==> config.mk <==
export PLATFORM = sky130hd
export DESIGN_NAME = fc_detect_decision_flat
export DESIGN_NICKNAME = d
export VERILOG_FILES = /design/src/rtl/fc_detect_decision_if.sv /design/src/rtl/fc_detect_decision.sv /design/src/flat_wrapper.sv
export SDC_FILE = /design/constraint.sdc
export NUM_CORES = 1
export LEC_CHECK = 0
export ABC_AREA = 1
export CAP_MARGIN = 20
export CORE_ASPECT_RATIO = 1.2
export CORE_MARGIN = 1
export CORE_UTILIZATION = 58
export DETAILED_ROUTE_END_ITERATION = 7
export PLACE_DENSITY = 0.95
export SLEW_MARGIN = 0
export SYNTH_ARGS = -nofsm -noshare
export SYNTH_HDL_FRONTEND = slang
export SYNTH_SLANG_ARGS = --single-unit
==> constraint.sdc <==
create_clock -name clk -period 5.1 [get_ports clk]
set_input_delay 0.765 -clock clk [delete_from_list [all_inputs] [get_ports clk]]
set_output_delay 0.765 -clock clk [all_outputs]
set_load 0.02 [all_outputs]
==> src/rtl/fc_detect_decision_if.sv <==
// Purpose: bundles FC logits/completion in and per-frame verdict/alarm out for fc_detect_decision.
// Latency: none (wires only); the decision stage answers 2 cycles after fc_done is sampled high.
// Backpressure: none; producer paces fc_done edges at least 2 cycles apart. Optional: DETECT_STATS_EN.
interface fc_detect_decision_if #(
    parameter int datawidth    = 16,
    parameter int output_nodes = 2
);
    logic [datawidth*output_nodes-1:0] fc_data;
    logic                              fc_done;
    logic                              frame_valid;
    logic                              frame_human;
    logic                              frame_nan;
    logic                              alarm;
    logic [1:0]                        state_dbg;
`ifdef DETECT_STATS_EN
    logic [15:0]                       frames_total;
    logic [15:0]                       frames_human;

    modport master (
        output fc_data, fc_done,
        input  frame_valid, frame_human, frame_nan, alarm, state_dbg,
        input  frames_total, frames_human
    );
    modport slave (
        input  fc_data, fc_done,
        output frame_valid, frame_human, frame_nan, alarm, state_dbg,
        output frames_total, frames_human
    );
`else
    modport master (
        output fc_data, fc_done,
        input  frame_valid, frame_human, frame_nan, alarm, state_dbg
    );
    modport slave (
        input  fc_data, fc_done,
        output frame_valid, frame_human, frame_nan, alarm, state_dbg
    );
`endif
endinterface

==> src/rtl/fc_detect_decision.sv <==
// Purpose: latch 2 fp16 FC logits, decide human/no-human per frame, debounce into alarm. Optional: DETECT_STATS_EN.
// Latency: fc_done sampled high at edge N -> frame_valid/verdict/state/alarm update together at edge N+2.
// Backpressure: none; fully registered, one frame per rising edge of fc_done (min spacing 2 cycles).
module fc_detect_decision #(
    parameter int datawidth      = 16,
    parameter int output_nodes   = 2,
    parameter int CONFIRM_FRAMES = 3,
    parameter int RELEASE_FRAMES = 5
) (
    input  logic                 clk,
    input  logic                 reset,
    fc_detect_decision_if.slave  io
);
    typedef enum logic [1:0] {
        CLEAR   = 2'd0,
        PENDING = 2'd1,
        ALARM   = 2'd2,
        HOLD    = 2'd3
    } state_t;

    localparam logic [3:0] CONF_N = 4'(CONFIRM_FRAMES);
    localparam logic [3:0] REL_N  = 4'(RELEASE_FRAMES);

    // Total order over fp16 bit patterns: flip negatives, lift positives above them.
    function automatic logic [datawidth-1:0] order_key(input logic [datawidth-1:0] x);
        return x[datawidth-1] ? ~x : (x | {1'b1, {(datawidth-1){1'b0}}});
    endfunction

    function automatic logic is_nan(input logic [datawidth-1:0] x);
        return (x[14:10] == 5'h1F) && (x[9:0] != 10'd0);
    endfunction

    logic                 fc_done_q;
    logic                 start;
    logic [datawidth-1:0] l0, l1;
    logic                 s1_valid;
    logic                 s2_valid, s2_human, s2_nan;
    logic                 human_c, nan_c, both_zero;
    state_t               state;
    logic [3:0]           cnt;

    assign start = io.fc_done & ~fc_done_q;

    // Reset to 1 so a level held high across reset release is not mistaken for a new frame.
    always_ff @(posedge clk or posedge reset) begin
        if (reset) fc_done_q <= 1'b1;
        else       fc_done_q <= io.fc_done;
    end

    // Stage 1: capture logits on the rising edge of fc_done; later fc_data changes are ignored.
    always_ff @(posedge clk or posedge reset) begin
        if (reset) begin
            l0       <= '0;
            l1       <= '0;
            s1_valid <= 1'b0;
        end else begin
            s1_valid <= start;
            if (start) begin
                l0 <= io.fc_data[datawidth-1:0];
                l1 <= io.fc_data[output_nodes*datawidth-1 -: datawidth];
            end
        end
    end

    // +0 and -0 are equal; any NaN forces not-human; infinities fall out of the key order.
    always_comb begin
        nan_c     = is_nan(l0) | is_nan(l1);
        both_zero = (l0[datawidth-2:0] == '0) && (l1[datawidth-2:0] == '0);
        human_c   = ~nan_c & ~both_zero & (order_key(l1) > order_key(l0));
    end

    // Stage 2a: register the per-frame verdict.
    always_ff @(posedge clk or posedge reset) begin
        if (reset) begin
            s2_valid <= 1'b0;
            s2_human <= 1'b0;
            s2_nan   <= 1'b0;
        end else begin
            s2_valid <= s1_valid;
            s2_human <= human_c;
            s2_nan   <= nan_c;
        end
    end

    // Stage 2b: hysteresis FSM; verdict, state and alarm outputs all register on the same edge.
    always_ff @(posedge clk or posedge reset) begin
        if (reset) begin
            state          <= CLEAR;
            cnt            <= 4'd0;
            io.frame_valid <= 1'b0;
            io.frame_human <= 1'b0;
            io.frame_nan   <= 1'b0;
            io.alarm       <= 1'b0;
        end else begin
            io.frame_valid <= s2_valid;
            if (s2_valid) begin
                io.frame_human <= s2_human;
                io.frame_nan   <= s2_nan;
                case (state)
                    CLEAR: begin
                        if (s2_human) begin
                            if (CONF_N == 4'd1) begin
                                state    <= ALARM;
                                io.alarm <= 1'b1;
                            end else begin
                                state <= PENDING;
                                cnt   <= 4'd1;
                            end
                        end
                    end
                    PENDING: begin
                        if (s2_human) begin
                            if (cnt + 4'd1 == CONF_N) begin
                                state    <= ALARM;
                                cnt      <= 4'd0;
                                io.alarm <= 1'b1;
                            end else begin
                                cnt <= cnt + 4'd1;
                            end
                        end else begin
                            state <= CLEAR;
                            cnt   <= 4'd0;
                        end
                    end
                    ALARM: begin
                        if (!s2_human) begin
                            if (REL_N == 4'd1) begin
                                state    <= CLEAR;
                                io.alarm <= 1'b0;
                            end else begin
                                state <= HOLD;
                                cnt   <= 4'd1;
                            end
                        end
                    end
                    HOLD: begin
                        if (!s2_human) begin
                            if (cnt + 4'd1 == REL_N) begin
                                state    <= CLEAR;
                                cnt      <= 4'd0;
                                io.alarm <= 1'b0;
                            end else begin
                                cnt <= cnt + 4'd1;
                            end
                        end else begin
                            state <= ALARM;
                            cnt   <= 4'd0;
                        end
                    end
                    default: begin
                        state <= CLEAR;
                        cnt   <= 4'd0;
                    end
                endcase
            end
        end
    end

    assign io.state_dbg = state;

`ifdef DETECT_STATS_EN
    // Saturating frame counters, bumped on the same edge that raises frame_valid.
    always_ff @(posedge clk or posedge reset) begin
        if (reset) begin
            io.frames_total <= 16'd0;
            io.frames_human <= 16'd0;
        end else if (s2_valid) begin
            if (io.frames_total != 16'hFFFF)
                io.frames_total <= io.frames_total + 16'd1;
            if (s2_human && io.frames_human != 16'hFFFF)
                io.frames_human <= io.frames_human + 16'd1;
        end
    end
`endif

endmodule

==> src/flat_wrapper.sv <==
// flat-port wrapper written by rule: the top's interface ports become plain ports
module fc_detect_decision_flat 
#(
    parameter int datawidth      = 16,
    parameter int output_nodes   = 2,
    parameter int CONFIRM_FRAMES = 3,
    parameter int RELEASE_FRAMES = 5
)
  (clk, reset, io_fc_data, io_fc_done, io_frame_valid, io_frame_human, io_frame_nan, io_alarm, io_state_dbg);
  fc_detect_decision_if #(.datawidth(datawidth), .output_nodes(output_nodes)) io_i ();
  input  logic clk;
  input  logic reset;
  input wire logic [$bits(io_i.fc_data)-1:0] io_fc_data;
  input wire logic [$bits(io_i.fc_done)-1:0] io_fc_done;
  output wire logic [$bits(io_i.frame_valid)-1:0] io_frame_valid;
  output wire logic [$bits(io_i.frame_human)-1:0] io_frame_human;
  output wire logic [$bits(io_i.frame_nan)-1:0] io_frame_nan;
  output wire logic [$bits(io_i.alarm)-1:0] io_alarm;
  output wire logic [$bits(io_i.state_dbg)-1:0] io_state_dbg;
  assign io_i.fc_data = io_fc_data;
  assign io_i.fc_done = io_fc_done;
  assign io_frame_valid = io_i.frame_valid;
  assign io_frame_human = io_i.frame_human;
  assign io_frame_nan = io_i.frame_nan;
  assign io_alarm = io_i.alarm;
  assign io_state_dbg = io_i.state_dbg;
  fc_detect_decision #(.datawidth(datawidth), .output_nodes(output_nodes), .CONFIRM_FRAMES(CONFIRM_FRAMES), .RELEASE_FRAMES(RELEASE_FRAMES)) u_core (.clk(clk), .reset(reset), .io(io_i));
endmodule
==> results.ini <==
[status]
status = finished, final reports clean

[floorplanning]
core-area_mm2 = 0.00436
die_w_um = 64.2
ios = 41
rows = 26
die_h_um = 76.7
die_area_mm2 = 0.00492
start_util = 0.618

[grt]
grt_overflow = 0
grt_pass1_vias = 2239
grt_pass1_wl_mm = 9.57
antenna_found_initial = 0
track_usage = 0.248
grt_max_degree = 48

[pwr]
p_leak_nw = 1.63
ir_worst_vdd_mv = 0.167
power_mw = 1.13
p_per_area_mw_per_mm2 = 351

[clock_tree]
cts_tree = yes
cts_sinks = 47
cts_hold_buf = 0
cts_resized = 0
clk_pin_slew_ns = 0.08
numCtsBuffers = 5
clockBufferDepth = 2
cts-root-buf = clkbuf_8
clk_latency_ns = 0.30
cts_setup_buffers = 0
h-tree-depth = 2

[detailed_routing]
drt-total-wl_mm = 5.42
post_drt_wl_per_cell_um = 12.5
vias_per_cell = 5.21
drc_errors = 0
drtIter0Drc = 143
drt_pass1_iterations = 4
ant_nets = 0
route.vias.total = 2262

[placed_design]
place_ws_ns = 2.44
numPortBuffers = 40
gp_congestion = 0.828
place.detailed.hpwl_mm = 4.02

[timing]
fin_ws_ns = 2.70
slew_headroom = 0.444
worst_pin_slew_ns = 0.834
holdWs_ns = 0.356
rsz0062_at_grt = no
setup_tns_ns = 0
skew_ns = 0.00316
slew_violations = 0
fmax_mhz = 417
finalCritPeriodShare = 0.470
hold_viol_final = 0
setup_viol = 0
fin_crit_ns = 2.40

[synth]
syn_nets = 392
yosysWarnings = 0
syn_inst = 338
synthDistinctLibCells = 23
synth_seq_area_share = 0.437
synth_area_mm2 = 0.00269
syn_avg_cell_area_um2 = 7.97
ys_seq_elements = 47

[critical_path]
crit_path_max_fanout = 28
critPathKind = in2reg
cp.required_ns = 5.30
cp.arrival_ns = 2.60
rr_startpoint = u_core.l0[15]
worstSetupEndpointType = flop
start_kind = input pin
cp-startpoint = io_fc_done

[hold_path]
hold_start = u_core.s1_valid
hold_class = reg2reg

[finish]
seq_area_mm2 = 0.00118
final_cell_mix = 133 x nand2_1, 46 x dfrtp_1, 40 x clkdlybuf4s50_1
biggestRegsByFlops = u_core.l0 (16), u_core.l1 (16), u_core.cnt (4)
fill_cells = 330
layout_commonest_cell = nand2_1
nets = 431
multi_input_area_mm2 = 0.00138
layout-drive-gt1-share = 0.0476
area_growth_pct = 19.2
antenna_cells = 0

[job]
drv_cap = 0

## worst max-delay path, stage by stage
cell	delay, ns
clkdlybuf4s50_1	0.49
inv_1	0.07
nor2_2	0.48
buf_4	0.35
inv_2	0.23
nand2_1	0.13
nand2_1	0.05
## per-stage QoR
step           std cells   util  cell area (µm²)
6_report             434  0.737             3210
5_1_grt              434  0.737             3210
4_1_cts              434  0.737             3210
3_5_place_dp         426  0.718             3130
3_3_place_gp         426  0.718             3130
2_1_floorplan        338      -             2690
## logic make-up (layout without fill, tap and decap cells)
logic type	count (synthesis)	in the layout	share of synthesized area
xor gates and xnor gates	31	31	0.101
and+or+nand+nor	187	187	0.275
adders and majority gates	19	19	0.0882
DFF	47	47	0.437
buffers and inverters	34	74	0.0530
AOI/OAI and AO/OA	18	18	0.0372
muxes	2	2	0.00836
## metal layers
layer  global-route usage  share of wire  vias up
met1                0.292           0.42     1058
li1                     -              -     1129
met5                    0              0        -
met3               0.0476          0.042        8
met2                0.441           0.52       67
met4               0.0933          0.014        0
## cell usage after synthesis
master,count,share of area
nand2_1,133,0.19
dfrtp_1,46,0.43
nor2_1,31,0.043
inv_1,22,0.031
ha_1,19,0.088
xor2_1,16,0.052
xnor2_1,15,0.049
nand3_1,13,0.024
o21ai_0,8,0.015
a21oi_1,6,0.011
buf_2,6,0.011
nand4_1,6,0.014
nand2_2,3,0.0070
buf_4,2,0.0056
clkbuf_1,2,0.0028
inv_2,2,0.0028
mux2_2,2,0.0084
a21oi_2,1,0.0033
dfstp_2,1,0.0098
nor3_1,1,0.0019
o21a_1,1,0.0028
o21bai_1,1,0.0028
o22ai_1,1,0.0023
## power breakdown
part           switching, mW  internal (mW)
Sequential            0.0760          0.428
Combinational          0.216          0.186
Clock                  0.123         0.0964
## cell type report
class | count | area share
well taps | 56 | 0.0218
flip-flops and latches | 47 | 0.367
repair buffers | 42 | 0.129
clock inverters | 1 | 0.00156
multi-input cells | 257 | 0.429
inverters | 24 | 0.0281
clock buffers | 7 | 0.0238
## path summary, 6_finish.rpt
kind	cells after the start	slack, ns	end
max	7	2.70	u_core.l1[3]
min	0	0.36	u_core.s2_valid
max reg2reg	10	2.93	u_core.s2_human
min reg2reg	0	0.36	u_core.s2_valid
max in group asynchronous	3	3.79	u_core.s1_valid
min in group asynchronous	3	0.91	u_core.cnt[1]
Note: power is estimated with default switching activity, not from simulation.
